$ cat src/rtl/adder_stream_stage_if.sv
// AXI4-Stream word channel (data, end-of-packet, valid/ready) shared by the adder stage ports.
// The master drives payload and valid; the slave drives ready.
interface adder_stream_stage_if #(
    parameter int DATA_WIDTH = 32
);
    logic [DATA_WIDTH-1:0] tdata;
    logic                  tlast;
    logic                  tvalid;
    logic                  tready;

    modport master (
        output tdata,
        output tlast,
        output tvalid,
        input  tready
    );

    modport slave (
        input  tdata,
        input  tlast,
        input  tvalid,
        output tready
    );
endinterface

$ cat src/rtl/adder_stream_stage.sv
// Stream stage that adds the mailbox addend to each word while DRM-activated, with a
// two-entry (main + skid) buffer, sticky carry flag and activated-word metering.
module adder_stream_stage #(
    parameter int DATA_WIDTH   = 32,
    parameter int METER_PERIOD = 1024,
    parameter int CNT_WIDTH    = 32
) (
    input  logic                  clk,
    input  logic                  rst_n,
    input  logic                  activated,
    input  logic [DATA_WIDTH-1:0] addend,
    input  logic                  carry_clr,
    adder_stream_stage_if.slave   s_axis,
    adder_stream_stage_if.master  m_axis,
    output logic [CNT_WIDTH-1:0]  word_count,
    output logic                  metering_pulse,
    output logic                  carry_flag
);
    localparam logic [CNT_WIDTH-1:0] METER_LAST = CNT_WIDTH'(METER_PERIOD - 1);

    logic                  r_main_valid;
    logic [DATA_WIDTH-1:0] r_main_data;
    logic                  r_main_last;
    logic                  r_main_act;
    logic                  r_skid_valid;
    logic [DATA_WIDTH-1:0] r_skid_data;
    logic                  r_skid_last;
    logic                  r_skid_act;
    logic                  r_s_ready;
    logic [CNT_WIDTH-1:0]  r_meter_cnt;
    logic [CNT_WIDTH-1:0]  r_word_count;
    logic                  r_metering_pulse;
    logic                  r_carry_flag;

    logic                  w_acc;
    logic                  w_out_hs;
    logic [DATA_WIDTH:0]   w_sum;
    logic [DATA_WIDTH-1:0] w_result;
    logic                  w_carry;

    logic                  w_main_valid_next;
    logic [DATA_WIDTH-1:0] w_main_data_next;
    logic                  w_main_last_next;
    logic                  w_main_act_next;
    logic                  w_skid_valid_next;
    logic [DATA_WIDTH-1:0] w_skid_data_next;
    logic                  w_skid_last_next;
    logic                  w_skid_act_next;

    assign w_acc    = s_axis.tvalid & r_s_ready;
    assign w_out_hs = r_main_valid & m_axis.tready;

    // activated/addend are captured with the word at accept and never revisited.
    assign w_sum    = {1'b0, s_axis.tdata} + {1'b0, addend};
    assign w_result = activated ? w_sum[DATA_WIDTH-1:0] : s_axis.tdata;
    assign w_carry  = activated & w_sum[DATA_WIDTH];

    always_comb begin
        w_main_valid_next = r_main_valid;
        w_main_data_next  = r_main_data;
        w_main_last_next  = r_main_last;
        w_main_act_next   = r_main_act;
        w_skid_valid_next = r_skid_valid;
        w_skid_data_next  = r_skid_data;
        w_skid_last_next  = r_skid_last;
        w_skid_act_next   = r_skid_act;

        if (w_out_hs) begin
            // A valid skid implies tready was low, so no accept can coincide with draining it.
            if (r_skid_valid) begin
                w_main_data_next  = r_skid_data;
                w_main_last_next  = r_skid_last;
                w_main_act_next   = r_skid_act;
                w_skid_valid_next = 1'b0;
            end else if (w_acc) begin
                w_main_data_next  = w_result;
                w_main_last_next  = s_axis.tlast;
                w_main_act_next   = activated;
            end else begin
                w_main_valid_next = 1'b0;
            end
        end else if (w_acc) begin
            if (!r_main_valid) begin
                w_main_valid_next = 1'b1;
                w_main_data_next  = w_result;
                w_main_last_next  = s_axis.tlast;
                w_main_act_next   = activated;
            end else begin
                w_skid_valid_next = 1'b1;
                w_skid_data_next  = w_result;
                w_skid_last_next  = s_axis.tlast;
                w_skid_act_next   = activated;
            end
        end
    end

    always_ff @(posedge clk or negedge rst_n) begin
        if (!rst_n) begin
            r_main_valid <= 1'b0;
            r_main_data  <= '0;
            r_main_last  <= 1'b0;
            r_main_act   <= 1'b0;
            r_skid_valid <= 1'b0;
            r_skid_data  <= '0;
            r_skid_last  <= 1'b0;
            r_skid_act   <= 1'b0;
            r_s_ready    <= 1'b0;
        end else begin
            r_main_valid <= w_main_valid_next;
            r_main_data  <= w_main_data_next;
            r_main_last  <= w_main_last_next;
            r_main_act   <= w_main_act_next;
            r_skid_valid <= w_skid_valid_next;
            r_skid_data  <= w_skid_data_next;
            r_skid_last  <= w_skid_last_next;
            r_skid_act   <= w_skid_act_next;
            r_s_ready    <= ~w_skid_valid_next;
        end
    end

    always_ff @(posedge clk or negedge rst_n) begin
        if (!rst_n) begin
            r_carry_flag <= 1'b0;
        end else if (w_acc && w_carry) begin
            r_carry_flag <= 1'b1;
        end else if (carry_clr) begin
            r_carry_flag <= 1'b0;
        end
    end

    // Only words that were accepted while activated are metered, counted at their output handshake.
    always_ff @(posedge clk or negedge rst_n) begin
        if (!rst_n) begin
            r_meter_cnt      <= '0;
            r_word_count     <= '0;
            r_metering_pulse <= 1'b0;
        end else begin
            r_metering_pulse <= 1'b0;
            if (w_out_hs && r_main_act) begin
                r_word_count <= r_word_count + 1'b1;
                if (r_meter_cnt == METER_LAST) begin
                    r_meter_cnt      <= '0;
                    r_metering_pulse <= 1'b1;
                end else begin
                    r_meter_cnt <= r_meter_cnt + 1'b1;
                end
            end
        end
    end

    assign s_axis.tready  = r_s_ready;
    assign m_axis.tvalid  = r_main_valid;
    assign m_axis.tdata   = r_main_data;
    assign m_axis.tlast   = r_main_last;
    assign word_count     = r_word_count;
    assign metering_pulse = r_metering_pulse;
    assign carry_flag     = r_carry_flag;
endmodule

$ cat src/flat_wrapper.sv
// flat-port wrapper written by rule: the top's interface ports become plain ports
module adder_stream_stage_flat 
#(
    parameter int DATA_WIDTH   = 32,
    parameter int METER_PERIOD = 1024,
    parameter int CNT_WIDTH    = 32
)
  (clk, rst_n, activated, addend, carry_clr, word_count, metering_pulse, carry_flag, s_axis_tdata, s_axis_tlast, s_axis_tvalid, s_axis_tready, m_axis_tdata, m_axis_tlast, m_axis_tvalid, m_axis_tready);
  adder_stream_stage_if #(.DATA_WIDTH(DATA_WIDTH)) s_axis_i ();
  adder_stream_stage_if #(.DATA_WIDTH(DATA_WIDTH)) m_axis_i ();
  input  logic clk;
  input  logic rst_n;
  input  logic activated;
  input  logic [DATA_WIDTH-1:0] addend;
  input  logic carry_clr;
  output logic [CNT_WIDTH-1:0] word_count;
  output logic metering_pulse;
  output logic carry_flag;
  input wire logic [$bits(s_axis_i.tdata)-1:0] s_axis_tdata;
  input wire logic [$bits(s_axis_i.tlast)-1:0] s_axis_tlast;
  input wire logic [$bits(s_axis_i.tvalid)-1:0] s_axis_tvalid;
  output wire logic [$bits(s_axis_i.tready)-1:0] s_axis_tready;
  output wire logic [$bits(m_axis_i.tdata)-1:0] m_axis_tdata;
  output wire logic [$bits(m_axis_i.tlast)-1:0] m_axis_tlast;
  output wire logic [$bits(m_axis_i.tvalid)-1:0] m_axis_tvalid;
  input wire logic [$bits(m_axis_i.tready)-1:0] m_axis_tready;
  assign s_axis_i.tdata = s_axis_tdata;
  assign s_axis_i.tlast = s_axis_tlast;
  assign s_axis_i.tvalid = s_axis_tvalid;
  assign s_axis_tready = s_axis_i.tready;
  assign m_axis_tdata = m_axis_i.tdata;
  assign m_axis_tlast = m_axis_i.tlast;
  assign m_axis_tvalid = m_axis_i.tvalid;
  assign m_axis_i.tready = m_axis_tready;
  adder_stream_stage #(.DATA_WIDTH(DATA_WIDTH), .METER_PERIOD(METER_PERIOD), .CNT_WIDTH(CNT_WIDTH)) u_core (.clk(clk), .rst_n(rst_n), .activated(activated), .addend(addend), .carry_clr(carry_clr), .s_axis(s_axis_i), .m_axis(m_axis_i), .word_count(word_count), .metering_pulse(metering_pulse), .carry_flag(carry_flag));
endmodule
$ cat config.mk
export PLATFORM = sky130hd
export DESIGN_NAME = adder_stream_stage_flat
export DESIGN_NICKNAME = d
export VERILOG_FILES = /design/src/rtl/adder_stream_stage_if.sv /design/src/rtl/adder_stream_stage.sv /design/src/flat_wrapper.sv
export SDC_FILE = /design/constraint.sdc
export NUM_CORES = 1
export LEC_CHECK = 0
export CAP_MARGIN = 30
export CELL_PAD_IN_SITES_DETAIL_PLACEMENT = 1
export CELL_PAD_IN_SITES_GLOBAL_PLACEMENT = 1
export CORE_UTILIZATION = 25
export DETAILED_ROUTE_END_ITERATION = 8
export PLACE_DENSITY = 0.6
export SLEW_MARGIN = 20
export SYNTH_ARGS = -nofsm -noshare
export SYNTH_HDL_FRONTEND = slang
export SYNTH_SLANG_ARGS = --single-unit
export TNS_END_PERCENT = 1
$ cat constraint.sdc
create_clock -name clk -period 2.9 [get_ports clk]
set_input_delay 0.435 -clock clk [delete_from_list [all_inputs] [get_ports clk]]
set_output_delay 0.435 -clock clk [all_outputs]
set_load 0.03 [all_outputs]
# --- Yosys cells after proc, flatten, opt, wreduce, memory -nomap -nowiden ---
# Cells that the tools add are included.
classes:
  add_sub_neg: 3
  eq_ne: 4
  n_mux: 28
  bitwise_logic: 5
  n_reduce_logical: 8
ops:
  columns: ["operator", "count"]
  rows:
  - ["$mux 32", 7]
  - ["$add 32x1->32 const B", 2]
  - ["$add 32x32->33", 1]
  - ["$eq 32x10->1 const B", 1]
  - ["$mux 1", 21]
  - ["$reduce_and 3->1", 3]
  - ["$ne 2x2->1 const B", 3]
  - ["$reduce_bool 2->1", 3]
  - ["$and 1x1->1", 3]
  - ["$logic_and 1x1->1", 2]
  - ["$not 1->1", 2]
totals:
  ff_bits: 137
  in_bits: 71
  output_inout_bits: 69
  elab_cells: 61

# --- Logic depth before layout (Yosys ltp) ---
depth:
  depth_word: 5
  depth_mapped: 10
  ltp_nobuf: 10

# --- Worst setup path before layout ---
# Ideal clock, no wire load.
synth_timing:
  kind: "input -> register"
  from: "input s_axis_tdata[0]"
  to: "register u_core.r_main_data[20] (netlist: u_core.m_axis.tdata[20])"
  setup_time_ns: 0.130
  arrival_ns: 2.598
  required_time_ns: 2.770
  setup_slack_ns: 0.172
  path_stages: 10
  path_buffers: 0
  path_cell_list: "ha_1 -> fa_1 -> a21o_1 -> a31o_1 -> a221o_1 -> o211ai_2 -> nand2_1 -> xor2_1 -> a211oi_1 -> o21ai_0"
synth_between:
  elab_chain_len: 5
  word_cells_on_any_way: 7
  classes_between: "1 x add/sub; 6 x mux"
synth_lines:
  columns: ["element", "line_no", "rtl"]
  rows:
  - ["start, declared", "flat_wrapper.sv:19", "input wire logic [$bits(s_axis_i.tdata)-1:0] s_axis_tdata;"]
  - ["$add 32x32->33 *", "adder_stream_stage.sv:54", "assign w_sum = {1'b0, s_axis.tdata} + {1'b0, addend};"]
  - ["$mux 32 *", "adder_stream_stage.sv:55", "assign w_result = activated ? w_sum[DATA_WIDTH-1:0] : s_axis.tdata;"]
  - ["$mux 32, on equally long branches", "adder_stream_stage.sv:83, adder_stream_stage.sv:75", null]
  - ["$mux 32, on equally long branches", "adder_stream_stage.sv:82, adder_stream_stage.sv:70", null]
  - ["$mux 32 *", "adder_stream_stage.sv:68", "if (w_out_hs) begin"]
  - ["end signal, assigned", "adder_stream_stage.sv:110", "r_main_data <= w_main_data_next;"]
  - ["end, declared", "adder_stream_stage.sv:22", "logic [DATA_WIDTH-1:0] r_main_data;"]
# Every way passes the cells marked *; elsewhere a longest branch is shown, timed or not. The select of a mux whose other input is x is not followed.
# A chain may end at the register's enable or synchronous reset.

# --- Worst setup path in the final report ---
layout_timing:
  from: "input s_axis_tdata[2]"
  to: "register u_core.r_main_data[20] (netlist: u_core.m_axis.tdata[20])"
# Same word-level chain as after synthesis.

==> results.toml <==
[drt]
route.met2.wl_um = 11600
vias_per_cell = 4.77
post_drt_wl_per_cell_um = 15.9
num_vias = 7206
ant_nets = 0
totalWireLength_um = 24100
route.detailed.drc = 6
met1_length_um = 11600
top_layer = "met4"
drtIter0Drc = 291
dr.pass1.iters = 8
wl_met3_um = 607

[setup_path]
worstSetupPathType = "in2reg"
startpoint = "s_axis_tdata[2]"
rr_endpoint = "u_core.word_count[31]"
worst_r2r_path_depth = 8
end_kind = "register"
path_max_fanout = 4
worstReg2RegStart = "u_core.word_count[6]"
start_kind = "primary input"
cp_data_arrival_time_ns = 3.05
required_ns = 3.20
rrSetupSlack_ns = 0.65

[layout]
drive_above_1_share_pct = 17.1
nNetsFinal = 1210
insertedDiodeCount = 0
finalInstanceArea_mm2 = 0.0113
fin_util_pct = 36.7
syn2layout_area_growth_pct = 43.4

[place]
hpwl_um = 18700
gp_congestion = 0.805
placed_area_mm2 = 0.0105
portBuffers = 139

[yosys]
syn_inst = 866
yosys.cell_types.count = 64
syn-cell-area_mm2 = 0.00789
yosysWarnings = 0
avgSynthCellArea_um2 = 9.11
ys_dominant_reg_cell = "dfrtp_1"
yosysSeqAreaShare_pct = 43.4
ys_ff_latch = 137
synth-edff-count = 0
async_reset_ff_share_pct = 100
syn-num-nets = 972

[die]
core_mm2 = 0.0308
rows = 64
die_area_mm2 = 0.0323
die-height_um = 180
initial_core_util_pct = 25.6
io_pins = 140
die_width_um = 180

[cts]
cts_sinks = 137
cts_max_level = 4
cts-hold-fix-buffers = 0
cts_root_buf = "clkbuf_16"
clockBufferDepth = 2
cts_buffers = 17
insertion_delay_ns = 0.42
path_clk_slew_ns = 0.06
cts_tree = "yes"

[worst_hold_path]
hp-class = "in2async"

[timing]
post-route-period-util_pct = 94.9
setup_viol = 0
tns_ns = 0
hold_slack_ns = -0.0134
worstMarginPinSlew_ns = 0.756
max-slew-margin-rel_pct = 49.6
grt_setup_unrepaired = "no"
final_max_slew_viol_count = 0
finalClockSkew_ns = 0.0111
hold_viol = 8
max_freq_mhz = 363
layout_min_cycle_time_ns = 2.75

[pwr]
vdd_drop_max_uv = 435
power_density_mw_per_mm2 = 724
leakage_uw = 0.00507

[outcome]
violations = "design-rule violations, negative hold slack"
status = "finished, violations left"

[grt]
grt_usage_pct = 15.5
grt.overflow.total = 0
grt_pass1_vias = 7565
antenna_found_initial = 0
grt_pass1_wl_um = 40400
grt_max_degree = 58

[run]
cap_violations = 0
==> state kept, by name (all words and copies together), names as in the netlist <==
register and flops:
u_core.r_skid_valid 1, u_core.carry_flag 1, u_core.r_skid_last 1, u_core.r_skid_act 1
u_core.r_main_act 1, u_core.m_axis.tvalid 1, u_core.r_meter_cnt 32, u_core.m_axis.tdata 32
u_core.r_skid_data 32, u_core.word_count 32, u_core.m_axis.tlast 1, u_core.metering_pulse 1
u_core.s_axis.tready 1
==> critical path, cell delays in order <==
cell and delay, ns:
clkdlybuf4s50_1 0.43, ha_1 0.32, buf_4 0.15, a21o_1 0.18, a31o_1 0.21, a221o_1 0.38, o211ai_4 0.35, nand2_2 0.11
xor2_2 0.20, a211oi_2 0.22, o21ai_1 0.07
==> layout make-up <==
cell class	instances	area, µm²
clock buffer	19	453
clock inverter	11	149
fill	3531	19500
inverter	16	60.1
multi-input combinational	673	4390
sequential	137	3430
tap	396	495
timing repair buffer	259	2340
==> synthesized netlist by cell type, types with 9 or more instances <==
cell type	n	area [µm²]
dfrtp_1	137	3430
nand2_1	105	394
nor2_1	75	282
o21ai_0	66	330
a21oi_1	61	305
xnor2_1	41	359
xor2_1	37	324
ha_1	34	425
clkbuf_1	31	116
nand3_1	29	145
nand4_1	26	163
mux2i_1	18	180
a21o_1	17	128
inv_1	16	60.1
a211oi_1	14	105
nor3_1	14	70.1
and3_1	12	75.1
a31oi_1	10	62.6
o21ai_1	9	45.0
==> per-stage QoR <==
stage               total power (µW)  worst slack, ns  instances
finish                          8190            0.148       1511
global route                    8720          0.00563       1511
CTS                             8300          -0.0164       1509
detailed placement              6020           -0.529       1479
global placement                5940           -0.517       1479
floorplan                       4540            0.172        866
==> metal layers <==
metal | vias to the layer above | track usage (%)
met5 | - | 0
met4 | 0 | 3.41
met3 | 15 | 2.27
met2 | 106 | 26.2
met1 | 3524 | 21.0
li1 | 3561 | -
==> worst max path at each step <==
stage | to | slack, ns | depth (start not counted)
after floorplan | u_core.m_axis.tdata[20] | 0.17 | 10
after global placement | u_core.m_axis.tdata[23] | -0.52 | 13
after detailed placement | u_core.m_axis.tdata[21] | -0.53 | 13
after CTS | u_core.m_axis.tdata[21] | -0.02 | 13
after global routing | u_core.r_skid_data[20] | 0.006 | 11
final | u_core.m_axis.tdata[20] | 0.15 | 11
==> power breakdown <==
group,switching [µW],internal [µW]
clock,822,1390
sequential,424,2460
combinational,1760,1340
==> cells in the final DEF (no fill, tap or decap), types with 26 or more instances in the layout <==
cell type          n
buf_4            117
nor2_1            75
dfrtp_1          137
clkdlybuf4s50_1  132
nand4_1           26
xor2_1            36
ha_1              32
nand2_1          104
xnor2_1           41
o21ai_0           60
a21oi_1           55
nand3_1           29
==> what timing repair did <==
action,4_1_cts,5_1_grt
endpoints found under the setup margin,22,35
setup buffers,0,2
resized for setup,11,26
pin swaps,7,17
==> kinds of logic (layout without fill, tap and decap cells) <==
| logic type | count (synthesis) | in the layout | share of synthesized area, % |
|---|---|---|---|
| xor gates and xnor gates | 78 | 78 | 8.66 |
| AOI/OAI and AO/OA | 224 | 224 | 17.5 |
| adders and majority gates | 35 | 35 | 5.64 |
| DFF | 137 | 137 | 43.4 |
| buffers and inverters | 56 | 305 | 2.79 |
| and+or+nand+nor | 316 | 316 | 19.4 |
| muxes | 20 | 20 | 2.57 |
Note: power is estimated with default switching activity, not from simulation.
